--- config.mk ---
export PLATFORM = sky130hd
export DESIGN_NAME = alu
export DESIGN_NICKNAME = d
export VERILOG_FILES = /design/src/rtl/alu_pkg.sv /design/src/rtl/alu_addsub.sv /design/src/rtl/alu.sv
export SDC_FILE = /design/constraint.sdc
export NUM_CORES = 1
export LEC_CHECK = 0
export BUFFER_PORTS_ARGS = -buffer_cell sky130_fd_sc_hd__buf_2
export CAP_MARGIN = 40
export CORE_UTILIZATION = 43
export CTS_BUF_LIST = sky130_fd_sc_hd__clkbuf_8 sky130_fd_sc_hd__clkbuf_16
export CTS_CLUSTER_DIAMETER = 80
export DETAILED_ROUTE_END_ITERATION = 7
export GPL_ROUTABILITY_DRIVEN = 0
export PLACE_DENSITY = 0.68
export SKIP_LAST_GASP = 1
export SLEW_MARGIN = 20
export SYNTH_ARGS = -nofsm -noshare
export SYNTH_HDL_FRONTEND = slang
export SYNTH_HIERARCHICAL = 1
export SYNTH_SLANG_ARGS = --single-unit
--- constraint.sdc ---
create_clock -name clk -period 7.4 [get_ports clk]
set_input_delay 1.48 -clock clk [delete_from_list [all_inputs] [get_ports clk]]
set_output_delay 1.48 -clock clk [all_outputs]
set_load 0.02 [all_outputs]
--- src/rtl/alu_pkg.sv ---
// Shared definitions for the single-cycle MIPS ALU.
//   ALU_W    : default operand/result width
//   alu_op_e : 3-bit operation select encoding
package alu_pkg;

    localparam int ALU_W = 32;

    typedef enum logic [2:0] {
        OP_AND  = 3'b000,
        OP_OR   = 3'b001,
        OP_ADD  = 3'b010,
        OP_XOR  = 3'b011,
        OP_NOR  = 3'b100,
        OP_SLTU = 3'b101,
        OP_SUB  = 3'b110,
        OP_SLT  = 3'b111
    } alu_op_e;

endpackage

--- src/rtl/alu_addsub.sv ---
// Shared adder/subtractor for ADD, SUB, SLT and SLTU.
// Ports:
//   a_i    : operand A
//   b_i    : operand B
//   sub_i  : 1 = A - B (two's complement), 0 = A + B
//   sum_o  : wrapped sum/difference
//   cout_o : carry out; for subtraction, ~cout_o is the unsigned borrow
//   ovf_o  : signed overflow of the add/subtract
module alu_addsub #(
    parameter int WIDTH = 32
) (
    input  logic [WIDTH-1:0] a_i,
    input  logic [WIDTH-1:0] b_i,
    input  logic             sub_i,
    output logic [WIDTH-1:0] sum_o,
    output logic             cout_o,
    output logic             ovf_o
);

    logic [WIDTH-1:0] b_eff;
    logic [WIDTH:0]   full;

    always_comb begin
        b_eff  = sub_i ? ~b_i : b_i;
        full   = {1'b0, a_i} + {1'b0, b_eff} + {{WIDTH{1'b0}}, sub_i};
        sum_o  = full[WIDTH-1:0];
        cout_o = full[WIDTH];
        // Same sign on the effective adder inputs but a different result
        // sign covers both the ADD and SUB overflow rules.
        ovf_o  = (a_i[WIDTH-1] == b_eff[WIDTH-1]) && (sum_o[WIDTH-1] != a_i[WIDTH-1]);
    end

endmodule

--- src/rtl/alu.sv ---
// 32-bit integer ALU for the single-cycle MIPS datapath.
// Ports:
//   clk        : clock (rising edge), drives sticky status / optional output regs
//   rst        : asynchronous active-high reset
//   alu_in1    : operand A (register port A)
//   alu_in2    : operand B (register B or extended immediate)
//   alu_op     : operation select (see alu_pkg::alu_op_e)
//   alu_out    : result
//   alu_zout   : 1 when alu_out == 0
//   alu_ovf    : signed overflow of ADD/SUB, 0 for all other ops
//   ovf_sticky : latched overflow status, cleared only by rst
// Build option:
//   ALU_OUT_REG_EN : register alu_out/alu_zout/alu_ovf (1-cycle latency);
//                    rst clears them to out=0, zout=1, ovf=0.
module alu
    import alu_pkg::*;
#(
    parameter int WIDTH = ALU_W
) (
    input  logic             clk,
    input  logic             rst,
    input  logic [WIDTH-1:0] alu_in1,
    input  logic [WIDTH-1:0] alu_in2,
    input  logic [2:0]       alu_op,
    output logic [WIDTH-1:0] alu_out,
    output logic             alu_zout,
    output logic             alu_ovf,
    output logic             ovf_sticky
);

    alu_op_e          op;
    logic             use_sub;
    logic [WIDTH-1:0] sum;
    logic             cout;
    logic             as_ovf;
    logic [WIDTH-1:0] res_d;
    logic             zout_d;
    logic             ovf_d;
    logic             sticky_q;

    assign op      = alu_op_e'(alu_op);
    assign use_sub = (op == OP_SUB) || (op == OP_SLT) || (op == OP_SLTU);

    alu_addsub #(
        .WIDTH(WIDTH)
    ) u_addsub (
        .a_i   (alu_in1),
        .b_i   (alu_in2),
        .sub_i (use_sub),
        .sum_o (sum),
        .cout_o(cout),
        .ovf_o (as_ovf)
    );

    always_comb begin
        res_d = '0;
        ovf_d = 1'b0;
        case (op)
            OP_AND:  res_d = alu_in1 & alu_in2;
            OP_OR:   res_d = alu_in1 | alu_in2;
            OP_ADD: begin
                res_d = sum;
                ovf_d = as_ovf;
            end
            OP_XOR:  res_d = alu_in1 ^ alu_in2;
            OP_NOR:  res_d = ~(alu_in1 | alu_in2);
            // Borrow out of A - B is the inverted carry.
            OP_SLTU: res_d = {{(WIDTH-1){1'b0}}, ~cout};
            OP_SUB: begin
                res_d = sum;
                ovf_d = as_ovf;
            end
            // True signed less-than: difference sign corrected by overflow.
            OP_SLT:  res_d = {{(WIDTH-1){1'b0}}, sum[WIDTH-1] ^ as_ovf};
            default: res_d = '0;
        endcase
        zout_d = (res_d == '0);
    end

`ifdef ALU_OUT_REG_EN
    logic [WIDTH-1:0] out_q;
    logic             zout_q;
    logic             ovf_q;

    always_ff @(posedge clk or posedge rst) begin
        if (rst) begin
            out_q  <= '0;
            zout_q <= 1'b1;
            ovf_q  <= 1'b0;
        end else begin
            out_q  <= res_d;
            zout_q <= zout_d;
            ovf_q  <= ovf_d;
        end
    end

    assign alu_out  = out_q;
    assign alu_zout = zout_q;
    assign alu_ovf  = ovf_q;
`else
    assign alu_out  = res_d;
    assign alu_zout = zout_d;
    assign alu_ovf  = ovf_d;
`endif

    // Sticky sees the visible flag, so it tracks the registered flag when
    // the output register is built in.
    always_ff @(posedge clk or posedge rst) begin
        if (rst) begin
            sticky_q <= 1'b0;
        end else if (alu_ovf) begin
            sticky_q <= 1'b1;
        end
    end

    assign ovf_sticky = sticky_q;

endmodule

==> summary.md <==
| Metric | Value |
|---|---|
| Count of synthesis-stage warnings from yosys | 6 |
| Data required time at the worst endpoint | 5.92 ns |
| Residual antenna-violating net count after detailed routing | 0 |
| Placed instance area | 0.00536 sq mm |
| Most used flip-flop cell after synthesis | dfrtp_1 |
| Initial core utilization | 44.0% |
| Flip-flop count of the largest register after layout | 1 |
| Post-route DRC violation count | 0 |
| Number of global-route vias before repair | 4847 |
| Max-slew violation count | 0 |
| Number of iterations in the first detailed-routing pass | 5 |
| Signal arrival time at the worst endpoint | 5.74 ns |
| Fraction of layout instances using a drive strength above 1 | 19.4% |
| Die Ht | 107 microns |
| Final clock period utilization by the worst path | 97.5% |
| Max Clock Skew | 0 ns |
| Flop and latch count out of synthesis | 1 |
| Biggest area contributors in the synthesized netlist | ha_1 25%, xor2_1 7.7%, mux2i_1 7.2%, inv_1 5.9%, o21a_1 4.4% |
| Pin count of the biggest net entering global routing | 65 |
| Crit Path Category | input pin to output pin |
| Overall fraction of global-route tracks in use | 25.5% |
| Number of placed I/O pins | 104 |
| Number of failing setup endpoints in the final timing report | 0 |
| Total half-perimeter wirelength after legalization and detailed placement | 12000 microns |
| Max stage delay on crit path | 0.58 ns |
| Top library cells by usage in the layout, fill and taps aside | 103 x buf_2, 94 x ha_1, 75 x inv_1 |
| Worst slew pin tran | 0.650 ns |
| Multi-input logic area | 0.00431 sq mm |
| Worst-path cell chain | buf_2 > o21a_4 > xor2_1 > ha_2 > nand4_1 > nor3_2 > a21oi_2 > a21oi_2 > o2111ai_1 > a21oi_1 > xor2_1 > mux2i_1 > o221ai_1 > a2111o_1 > or4_1 > nor3_4 > buf_2 |
| Overflow left after global routing | 0 |
| Sequential area share after synthesis | 0.527% |
| Startpoint type of the worst setup path | input pin |
| Logic depth of the worst register-to-register path | 1 |
| Final standard cell area without fillers | 0.00544 sq mm |
| Capture point of the worst reg-to-reg path | ovf_sticky |
| Wire length of the first global-routing pass | 23700 microns |
| Netlist area before placement | 0.00475 sq mm |
| Net total in the final layout | 890 |
| Fraction of synthesis flops using an asynchronous set or reset pin | 100% |
| Full die area | 0.0115 sq mm |
| Clock Latency Late Sink | 0 ns |
| Minimum setup slack among reg-to-reg paths | 6.61 ns |
| Ratio of total power to cell area | 116 mW/mm^2 |
| WHS Path Cells | 1 |
| Placeable core area | 0.0108 sq mm |
| Initial antenna violation count | 0 |
| Leakage power figure | 2.85 nW |
| Run status | finished clean |
| Fraction of post-synthesis cell area in the top cell type by area | 25.0% |
| Final hold violation count | 0 |
| Start point of the worst hold path | ovf_sticky |
| Die X | 107 microns |
| Peak ir drop on the vdd network | 0.0000688 V |
| Total number of placement rows | 38 |
| Vias post-DR | 5184 |
| Reg clk slew, reported paths | 0 ns |
| EDFF count, synth | 0 |
| I/O Buffers | 103 |
| Count of fill cells added during filler insertion | 1099 |
| Headroom to the max-slew limit | 56.7% |
| Max Clk Rate | 139 MHz |
| Mean instance size in the synthesized netlist | 7.40 sq um |
| Number of distinct library cell variants in the gate-level netlist after synthesis | 64 |
| CP max stage cell | or4_1 |
| Area occupied by registers | 25.0 sq um |
| Drt wl/cell | 17.6 microns |
| Routed wire length | 15100 microns |
| Critical Path End Type | output pin |
| End point of the worst hold path | ovf_sticky |
| Number of cells produced by synthesis | 642 |
| Area added between synthesis and finish | 14.5% |
| Antenna Cells | 0 |
| Worst reg2reg startpoint | ovf_sticky |
| Final Hold Slack | 0.480 ns |
| First-iteration detailed-routing DRC count | 387 |
| Cell type contributing the most total cell area after synthesis | ha_1 |
| Max-cap viol count | 0 |
| Most common cell after layout, fill and taps aside | buf_2 |
| Class of the tightest hold or removal check | register to register |
| Net count after synthesis | 807 |
| Minimum clock period | 7.22 ns |
| Largest fanout on the critical path | 23 |
| Per-cell via count in the routed design | 6.01 |
[cell type report]
type	instances	share of cell area, %
flip-flops and latches	1	0.460
inverters	75	5.17
well taps	140	3.22
multi-input cells	528	79.2
repair buffers	119	11.9
[cells by family (layout without fill, tap and decap cells)]
kind of cell	count (synthesis)	in the layout	share of synthesized area, %
muxes	34	34	7.16
DFF	1	1	0.527
AOI/OAI and AO/OA	189	189	28.4
adders and majority gates	96	96	25.4
xor gates and xnor gates	59	59	10.9
buffers and inverters	113	194	10.0
and+or+nand+nor	150	150	17.6
[metrics by stage]
stage	utilization, %	worst slack, ns	total power, mW	cells	setup TNS (ns)
floorplan	-	0.0216	0.445	642	0
global placement	49.7	-0.130	0.595	861	-0.130
detailed placement	49.7	-0.187	0.608	861	-0.187
CTS	49.7	0.0163	0.613	861	0
global route	50.4	-0.0308	0.687	863	-0.0308
finish	50.4	0.182	0.630	863	0
[metal layers]
metal,vias up,GRT usage (%),share of wire (%)
li1,2507,-,-
met1,2425,33.6,44
met2,230,45.3,47
met3,22,1.46,7.1
met4,0,5.19,2.1
met5,-,0,0
[report_power, final]
group	internal (mW)	total [mW]	switching (mW)
registers	0.00611	0.00642	0.000308
clock network	0	0	0
logic	0.253	0.623	0.370
[what timing repair did]
action                     in CTS  in global routing
hold buffers                    0                  0
setup endpoints to repair       1                  1
hold endpoints to repair        0                  0
gates resized for setup         1                 11
buffers inserted                0                  1
pin swaps                       0                  2
[worst max-delay path, delay by kind of cell]
kind	cells	cell delay [ns]
muxes	1	0.14
xor gates and xnor gates	2	0.32
and+or+nand+nor	4	1.24
buffers and inverters	2	0.30
adders and majority gates	1	0.43
AOI/OAI and AO/OA	7	1.80
[how the worst max path moves through the flow]
stage | start | end | slack (ns)
global placement | alu_op[0] | alu_zout | -0.13
detailed placement | alu_op[2] | alu_zout | -0.19
floorplan | alu_op[1] | alu_zout | 0.02
finish | alu_op[0] | alu_zout | 0.18
global route | alu_op[0] | alu_zout | -0.03
CTS | alu_op[0] | alu_zout | 0.02
[synthesized netlist by cell type (3+ instances only)]
| library cell | count |
|---|---|
| nor2_1 | 34 |
| o22ai_1 | 10 |
| nand4b_1 | 23 |
| a31oi_1 | 7 |
| buf_2 | 12 |
| nor2b_1 | 4 |
| mux2i_1 | 34 |
| nand4_1 | 7 |
| o21ai_1 | 5 |
| o21ai_0 | 19 |
| nand2_1 | 36 |
| nand2b_1 | 6 |
| or2_2 | 3 |
| xor2_1 | 42 |
| ha_1 | 95 |
| xnor2_1 | 17 |
| nor3_1 | 5 |
| and3_1 | 6 |
| buf_6 | 5 |
| o211ai_1 | 3 |
| nand3_1 | 6 |
| a211o_1 | 3 |
| nor4_1 | 5 |
| a22oi_1 | 7 |
| buf_1 | 5 |
| o21a_1 | 28 |
| o221ai_1 | 22 |
| clkbuf_1 | 16 |
| or3_1 | 3 |
| inv_1 | 75 |
| a21oi_1 | 36 |
| o22a_1 | 9 |
| a21o_1 | 16 |
Note: power is estimated with default switching activity, not from simulation.
